## src/rtl/imem_loader_pkg.sv

```systemverilog
// Shared types and constants for the instruction-memory loader.
// Optional feature macro: IMEM_LOADER_CHECKSUM_EN (adds the CHK state).
package imem_loader_pkg;

  typedef enum logic [2:0] {
    S_IDLE  = 3'd0,
    S_LEN   = 3'd1,
    S_DATA  = 3'd2,
    S_WRITE = 3'd3,
    S_DONE  = 3'd4,
    S_CHK   = 3'd5
  } state_t;

  localparam int BYTES_PER_WORD = 4;
  localparam int LEN_BYTES_DEF  = 2;

  // Width able to hold values 0..n inclusive (the word count may equal SIZE).
  function automatic int idx_width(input int n);
    return (n < 2) ? 1 : $clog2(n + 1);
  endfunction

endpackage

```

## src/rtl/imem_word_packer.sv

```systemverilog
// Little-endian byte-to-word assembler: a lane counter plus a 32-bit
// insert register. word_nxt is the word including the byte being loaded,
// so the caller can capture a finished word on the same edge.
module imem_word_packer
  import imem_loader_pkg::*;
(
  input  logic        clk,
  input  logic        rst,
  input  logic        clear,
  input  logic        load,
  input  logic [7:0]  din,
  output logic [31:0] word_nxt,
  output logic        word_full
);

  localparam int LANE_W = $clog2(BYTES_PER_WORD);

  logic [LANE_W-1:0] lane;
  logic [31:0]       word;

  // Current word with the incoming byte dropped into its lane.
  always_comb begin
    word_nxt = word;
    word_nxt[8*lane +: 8] = din;
  end

  // High when this load fills the top lane and completes the word.
  assign word_full = load && (lane == LANE_W'(BYTES_PER_WORD - 1));

  // Lane counter wraps after the top lane; every lane is rewritten per word.
  always_ff @(posedge clk or posedge rst) begin
    if (rst) begin
      lane <= '0;
      word <= '0;
    end else if (clear) begin
      lane <= '0;
      word <= '0;
    end else if (load) begin
      word <= word_nxt;
      lane <= lane + 1'b1;
    end
  end

endmodule

```

## src/rtl/imem_loader.sv

```systemverilog
// Instruction-memory loader: takes a length header (little-endian word
// count) followed by little-endian instruction bytes, and writes each
// assembled word into the instruction RAM while holding the CPU in reset.
// Optional feature macro: IMEM_LOADER_CHECKSUM_EN -- expects one trailing
// byte equal to the XOR of all data bytes; a mismatch sets err.
//
// state   | meaning
// --------+-----------------------------------------------------------
// S_IDLE  | after reset, waiting for start
// S_LEN   | collecting LEN_BYTES header bytes, LSB first
// S_DATA  | collecting the four bytes of the current word
// S_WRITE | one-cycle RAM write of the assembled word
// S_CHK   | (checksum build) waiting for the trailing XOR byte
// S_DONE  | session finished; done/err hold until next start or reset
module imem_loader
  import imem_loader_pkg::*;
#(
  parameter int SIZE      = 64,
  parameter int LEN_BYTES = LEN_BYTES_DEF
) (
  input  logic        clk,
  input  logic        rst,
  input  logic        start,
  input  logic        byte_valid,
  input  logic [7:0]  byte_data,
  output logic        byte_ready,
  output logic        mem_we,
  output logic [31:0] mem_addr,
  output logic [31:0] mem_wdata,
  output logic        cpu_hold,
  output logic        busy,
  output logic        done,
  output logic        err
);

  localparam int IW    = idx_width(SIZE);
  localparam int LW    = idx_width(LEN_BYTES);
  localparam int LBITS = 8 * LEN_BYTES;

  state_t            state;
  logic [IW-1:0]     idx;
  logic [IW-1:0]     idx_inc;
  logic [IW-1:0]     nwords;
  logic [LW-1:0]     len_cnt;
  logic [LBITS-1:0]  len_acc;
  logic [LBITS-1:0]  len_nxt;
  logic [LBITS-1:0]  byte_ext;
  logic              xfer;
  logic              pk_clear;
  logic              pk_load;
  logic              word_full;
  logic [31:0]       word_nxt;
`ifdef IMEM_LOADER_CHECKSUM_EN
  logic [7:0]        csum;
`endif

  assign xfer     = byte_valid & byte_ready;
  assign pk_clear = start && ((state == S_IDLE) || (state == S_DONE));
  assign pk_load  = xfer && (state == S_DATA);
  assign idx_inc  = idx + 1'b1;

  // Length value including the header byte currently being accepted.
  always_comb begin
    byte_ext      = '0;
    byte_ext[7:0] = byte_data;
    len_nxt       = len_acc | (byte_ext << (8 * len_cnt));
  end

  imem_word_packer u_packer (
    .clk       (clk),
    .rst       (rst),
    .clear     (pk_clear),
    .load      (pk_load),
    .din       (byte_data),
    .word_nxt  (word_nxt),
    .word_full (word_full)
  );

  // Session sequencer; all outputs are registered and set on transitions.
  always_ff @(posedge clk or posedge rst) begin
    if (rst) begin
      state      <= S_IDLE;
      byte_ready <= 1'b0;
      mem_we     <= 1'b0;
      mem_addr   <= '0;
      mem_wdata  <= '0;
      cpu_hold   <= 1'b0;
      busy       <= 1'b0;
      done       <= 1'b0;
      err        <= 1'b0;
      idx        <= '0;
      nwords     <= '0;
      len_cnt    <= '0;
      len_acc    <= '0;
`ifdef IMEM_LOADER_CHECKSUM_EN
      csum       <= '0;
`endif
    end else begin
      mem_we <= 1'b0;
      case (state)
        S_IDLE, S_DONE: begin
          if (start) begin
            state      <= S_LEN;
            byte_ready <= 1'b1;
            busy       <= 1'b1;
            cpu_hold   <= 1'b1;
            done       <= 1'b0;
            err        <= 1'b0;
            idx        <= '0;
            len_cnt    <= '0;
            len_acc    <= '0;
`ifdef IMEM_LOADER_CHECKSUM_EN
            csum       <= '0;
`endif
          end
        end
        S_LEN: begin
          if (xfer) begin
            len_acc <= len_nxt;
            len_cnt <= len_cnt + 1'b1;
            if (len_cnt == LW'(LEN_BYTES - 1)) begin
              nwords <= IW'(len_nxt);
              if (len_nxt > LBITS'(SIZE)) begin
                // Program too large: abort without touching the RAM.
                state      <= S_DONE;
                byte_ready <= 1'b0;
                busy       <= 1'b0;
                cpu_hold   <= 1'b0;
                done       <= 1'b1;
                err        <= 1'b1;
              end else if (len_nxt == '0) begin
`ifdef IMEM_LOADER_CHECKSUM_EN
                state      <= S_CHK;
`else
                state      <= S_DONE;
                byte_ready <= 1'b0;
                busy       <= 1'b0;
                cpu_hold   <= 1'b0;
                done       <= 1'b1;
`endif
              end else begin
                state <= S_DATA;
                idx   <= '0;
              end
            end
          end
        end
        S_DATA: begin
          if (xfer) begin
`ifdef IMEM_LOADER_CHECKSUM_EN
            csum <= csum ^ byte_data;
`endif
            if (word_full) begin
              state      <= S_WRITE;
              byte_ready <= 1'b0;
              mem_we     <= 1'b1;
              mem_addr   <= 32'(idx);
              mem_wdata  <= word_nxt;
            end
          end
        end
        S_WRITE: begin
          idx <= idx_inc;
          if (idx_inc == nwords) begin
`ifdef IMEM_LOADER_CHECKSUM_EN
            state      <= S_CHK;
            byte_ready <= 1'b1;
`else
            state      <= S_DONE;
            busy       <= 1'b0;
            cpu_hold   <= 1'b0;
            done       <= 1'b1;
`endif
          end else begin
            state      <= S_DATA;
            byte_ready <= 1'b1;
          end
        end
`ifdef IMEM_LOADER_CHECKSUM_EN
        S_CHK: begin
          if (xfer) begin
            err        <= (byte_data != csum);
            state      <= S_DONE;
            byte_ready <= 1'b0;
            busy       <= 1'b0;
            cpu_hold   <= 1'b0;
            done       <= 1'b1;
          end
        end
`endif
        default: begin
          state      <= S_IDLE;
          byte_ready <= 1'b0;
          busy       <= 1'b0;
          cpu_hold   <= 1'b0;
        end
      endcase
    end
  end

endmodule

```

## config.mk

```make
export PLATFORM = sky130hd
export DESIGN_NAME = imem_loader
export DESIGN_NICKNAME = d
export VERILOG_FILES = /design/src/rtl/imem_loader_pkg.sv /design/src/rtl/imem_word_packer.sv /design/src/rtl/imem_loader.sv
export SDC_FILE = /design/constraint.sdc
export NUM_CORES = 1
export LEC_CHECK = 0
export ABC_AREA = 1
export CORE_MARGIN = 2
export CORE_UTILIZATION = 55
export DETAILED_ROUTE_END_ITERATION = 12
export PLACE_DENSITY = 0.84
export SLEW_MARGIN = 40
export SYNTH_ARGS = -nofsm -noshare
export SYNTH_HDL_FRONTEND = slang
export SYNTH_HIERARCHICAL = 1
export SYNTH_SLANG_ARGS = --single-unit
```

## constraint.sdc

```tcl
create_clock -name clk -period 3.44 [get_ports clk]
set_input_delay 1.032 -clock clk [delete_from_list [all_inputs] [get_ports clk]]
set_output_delay 1.032 -clock clk [all_outputs]
set_load 0.05 [all_outputs]
```

* Word-level counts from Yosys, hierarchy flattened
Cells that the tools add are included.
** Word-level totals
- Flip-flop bits (word level) :: 113
- Bits of input ports :: 12
- Output and inout bits :: 70
- Logic and storage cells :: 113
** Cells by class
- Add/sub/neg operators :: 4
- Order comparisons :: 1
- Eq/ne operators :: 18
- Shifts and indexed selects :: 3
- Multiplexer cells :: 51
- Bitwise operators :: 3
- Reduce and logical (&&, ||, !) cells :: 19
** Operator list (count)
- $mux W32 :: 2
- $mux W7 :: 5
- $neg A5 Y34 :: 1
- $shift A8 B34 Y32 const A :: 1
- $shiftx A8 B34 Y32 :: 1
- $bwmux W32 :: 1
- $mux W16 :: 2
- $pmux W16 S2 :: 1
- $mux W3 :: 8
- $mux W1 :: 21
- $pmux W7 S3 :: 1
- $ne A2 B2 Y1 const B :: 9
- $reduce_and A6 Y1 :: 3
- $gt A16 B7 Y1 const B :: 1
- $logic_not A16 Y1 :: 1
- $or A16 B16 Y16 :: 1
- $shl A8 B5 Y16 :: 1
- $pmux W3 S4 :: 1
- $reduce_and A5 Y1 :: 2
- $reduce_and A3 Y1 :: 3
- $mux W2 :: 4
- $pmux W1 S4 :: 2
- $add A7 B1 Y7 const B :: 1
- $eq A7 B7 Y1 :: 1
- other kinds (20) :: 25

* Longest topological paths before layout
- Depth in word-level cells :: 8
- Mapped depth :: 14
- Depth with buffers taken out :: 14

* Modules after synthesis
Netlist, hierarchy kept.
** Modules (own cells, without submodules)
- imem_loader :: instances 1, cells each 491, area each 3932.5 µm²
- imem_word_packer :: instances 1, cells each 291, area each 1996.9 µm²

* Worst setup path before layout
Ideal clock, no wire load.
- Path type :: input to register
- From :: input port byte_valid
- To :: register mem_addr[1]
- Library setup time :: 119 ps
- Arrival :: 2107 ps
- Required time :: 3321 ps
- Slack :: 1214 ps
- Stages on the path :: 10
- Path through :: nand2_1 -> nor2_1 -> nand2_1 -> inv_1 -> nand2_1 -> nor2_4 -> inv_2 -> clkbuf_1 -> nand2_1 -> nand2_1
** On the way
- Word-level cells in the longest chain between the ends :: 4
** RTL lines
- from (decl) :: line imem_loader.sv:24 : input logic byte_valid,
- $and A1 B1 Y1 :: line imem_loader.sv:57 : assign xfer = byte_valid & byte_ready;
- $logic_and A1 B1 Y1 :: line imem_loader.sv:59 : assign pk_load = xfer && (state == S_DATA);
- net pk_load :: line imem_loader.sv:50 : logic pk_load;
- $logic_and A1 B1 Y1 :: line imem_word_packer.sv:28 : assign word_full = load && (lane == LANE_W'(BYTES_PER_WORD - 1));
- net word_full :: line imem_loader.sv:51 : logic word_full;
- $reduce_and A3 Y1 (no line)
- to (signal assigned) :: line imem_loader.sv:157 : mem_addr <= 32'(idx);
- to (decl) :: line imem_loader.sv:28 : output logic [31:0] mem_addr,
The timed path passes the listed nets, and every way through them passes these cells.
A chain may end at the register's enable or synchronous reset.

==> impl_metrics.py <==
metrics = {
    "status": {
        "status": "completed",
    },
    "worst_setup_path": {
        "cp_data_required_time_ns": 2.41,
        "critical_path.startpoint": "busy",
        "cp.arrival_ns": 1.72,
        "crit_slowest_cell": "clkdlybuf4s50_1",
        "critPathKind": "reg2out",
        "worst-path-buf-inv": 1,
        "r2r_start": "state[1]",
        "cpPeakStageDelay_ns": 0.83,
        "cp_max_fo": 3,
        "start_kind": "register",
        "end_kind": "output port",
        "crit_chain": "clkdlybuf4s50_1",
        "cp_top_family": "buffers and inverters",
    },
    "sta": {
        "worst_pin_slew_ns": 0.8231,
        "drv_slew": 0,
        "rsz0062_at_grt": "no",
        "fmax_mhz": 363.0,
        "setup-tns-final_ns": 0,
        "period_minus_slack_ns": 2.755,
        "hold_viol_final": 0,
        "fin_skew_ns": 0.01103,
        "min_period_over_period_pct": 80.08,
        "slew_headroom_pct": 45.00,
        "setup_viol": 0,
    },
    "layout": {
        "final_nets": 858,
        "fillers": 810,
        "area_delta_synth_final_pct": 20.09,
        "fin_cells": 988,
        "antenna-diode-count": 0,
        "drive_gt1_share_pct": 10.09,
    },
    "synthesis": {
        "syn_avg_cell_area_um2": 7.582,
        "synthSimpleGateAreaFrac_pct": 35.18,
        "synthAdderAreaFrac_pct": 1.477,
        "yosys_warnings": 6,
        "ys_ff_latch": 113,
        "synthMuxAreaShare_pct": 0,
        "synth_compound_area_share_pct": 5.275,
        "synth_top_area_share_pct": 47.69,
        "ys_seq_area_share_pct": 47.69,
        "synth-edff-count": 0,
        "netlist_area_um2": 5929,
        "synth_top_area_cell": "dfrtp_1",
        "synth.distinct_cells": 34,
        "ys_dominant_reg_cell": "dfrtp_1",
        "yosys.area_share.xor_xnor_pct": 0.2954,
        "synth_top_family_by_area": "simple AND/OR/NAND/NOR gates",
        "synth_cells": 782,
        "yosysMostFrequentCell": "nand2_1",
        "synthArstFlopShare_pct": 100.0,
        "synth_top_cells_by_count": "nand2_1, dfrtp_1, inv_1, buf_4, nor2_1",
        "synth.area.top_cells": "dfrtp_1, nand2_1, buf_4, inv_1, nand3_1",
    },
    "floorplan": {
        "die_w_um": 107.8,
        "pin_count": 82,
        "die_h_um": 107.8,
        "dieArea_um2": 11630,
        "core_um2": 10420,
        "initial_core_util_pct": 56.92,
        "rows": 37,
    },
    "route": {
        "vias": 5126,
        "ant_nets": 0,
        "drt_iter0_drc": 377,
        "drc": 0,
        "drtPass1Iterations": 5,
        "drt_wl_total_um": 13880,
        "vias_per_cell": 5.188,
        "wl_per_cell_um": 14.05,
    },
    "placement": {
        "port_buffers": 56,
        "hpwl_um": 8733,
        "dp.cells": 956,
        "place.gp.congestion": 0.8739,
    },
    "hold_path": {
        "min_from": "mem_wdata[2]",
        "hp-class": "reg2reg",
    },
    "clocking": {
        "cts_root_buf": "clkbuf_8",
        "cts_resized": 0,
        "cts.sink_count": 113,
        "cts_tree": "yes",
        "clockBufferDepth": 2,
        "htreeDepth": 4,
        "cts_setup_buffers": 0,
        "numCtsBuffers": 17,
        "hold_buffers": 0,
        "clkTransAtPathRegs_ns": 0.06,
        "clk_latency_ns": 0.52,
    },
    "power": {
        "ir_worst_vdd_v": 0.0003633,
        "power_switching_mw": 0.8274,
        "switching_share_pct": 23.51,
        "p_per_area_nw_per_um2": 494.2,
        "p_int_mw": 2.691,
        "seqPwrFrac_pct": 39.1,
        "leakage_nw": 3.892,
        "power_frac_comb_pct": 7.5,
        "power_mw": 3.519,
        "pwr-share-clk_pct": 53.4,
    },
    "job": {
        "cap_violations": 0,
    },
    "global_routing": {
        "grt_overflow": 0,
        "grt_pass1_wl_um": 22650,
        "grt_antenna_before_repair": 0,
        "grt_pass1_vias": 4711,
        "grt_usage_pct": 25.09,
        "grt_max_degree": 46,
    },
}
sequential cells by signal (all words and copies together), names as in the netlist:
name and cells:
state 3, mem_wdata 32, mem_addr 7, len_acc 16, idx 7, byte_ready 1
done 1, nwords 7, busy 1, len_cnt 2, u_packer/lane 2, err 1
mem_we 1, u_packer/word 32
final timing paths:
check                                endpoint  slack [ns]  cells past startpoint
worst max-delay path                 cpu_hold        0.69                      1
worst min-delay path             mem_wdata[2]        0.47                      2
worst max register to register    mem_addr[5]        0.93                     11
worst min register to register   mem_wdata[2]        0.47                      2
max in group asynchronous          len_acc[7]        1.93                      3
min in group asynchronous       mem_wdata[26]        0.94                      2
per-stage QoR:
stage	utilization [%]	setup WS, ns	instance area (µm²)	hold slack, ns
final	68.36	0.6854	7121	0.4716
after global routing	68.36	0.6322	7121	0.4989
after CTS	68.35	0.6645	7119	0.4757
after detailed placement	62.22	0.2917	6481	0.4615
after global placement	62.22	0.3968	6481	0.4559
after floorplan	-	0.3846	6020	0.4492
worst register-to-register path, delay by kind of cell, from the launching register on:
kind | cells | cell delay [ns]
compound gates | 1 | 0.07
simple gates | 6 | 1.20
buf+inv | 4 | 0.63
flops | 1 | 0.48
power groups by stage:
stage / logic (mW) / clock network [mW] / registers [mW]
4_1_cts: 0.263 / 1.89 / 1.38
6_report: 0.264 / 1.88 / 1.38
3_5_place_dp: 0.259 / 0 / 1.40
3_3_place_gp: 0.254 / 0 / 1.40
5_1_grt: 0.290 / 1.95 / 1.38
2_1_floorplan: 0.218 / 0 / 1.40
placed cells by master, fill, tap and decap left out, drive strengths merged, types with 4 or more instances in the layout:
cell type	instances
bufinv	4
nand2	401
o22ai	5
nand4	15
dfrtp	113
inv	64
nor2	40
ha	7
a21oi	16
conb	25
nand3	29
clkinv	5
o21ai	30
buf	7
clkbuf	23
clkdlybuf4s50	56
nand3b	7
metal layers:
| layer | wire length (µm) | track usage, % | vias to the layer above |
|---|---|---|---|
| met5 | 0 | 0 | - |
| met4 | 356 | 10.99 | 0 |
| met3 | 911 | 3.814 | 35 |
| met2 | 6446 | 38.86 | 221 |
| met1 | 6166 | 35.13 | 2382 |
| li1 | - | - | 2488 |
layout make-up:
class | count | area [µm²] | area share (%)
sequential | 113 | 2828 | 39.71
multi-input combinational | 579 | 2597 | 36.48
timing repair buffer | 63 | 638.1 | 8.962
clock buffer | 23 | 486.7 | 6.835
inverter | 65 | 249.0 | 3.497
tap | 136 | 170.2 | 2.390
clock inverter | 9 | 151.4 | 2.126
cells by family after synthesis:
group	after synthesis
other	1
AND/OR/NAND/NOR	494
adder cells (fa/ha/maj)	7
flip-flops	113
buffers and inverters	114
AO/OA/AOI/OAI	51
XOR/XNOR	2
(Power assumes the default switching activity.)
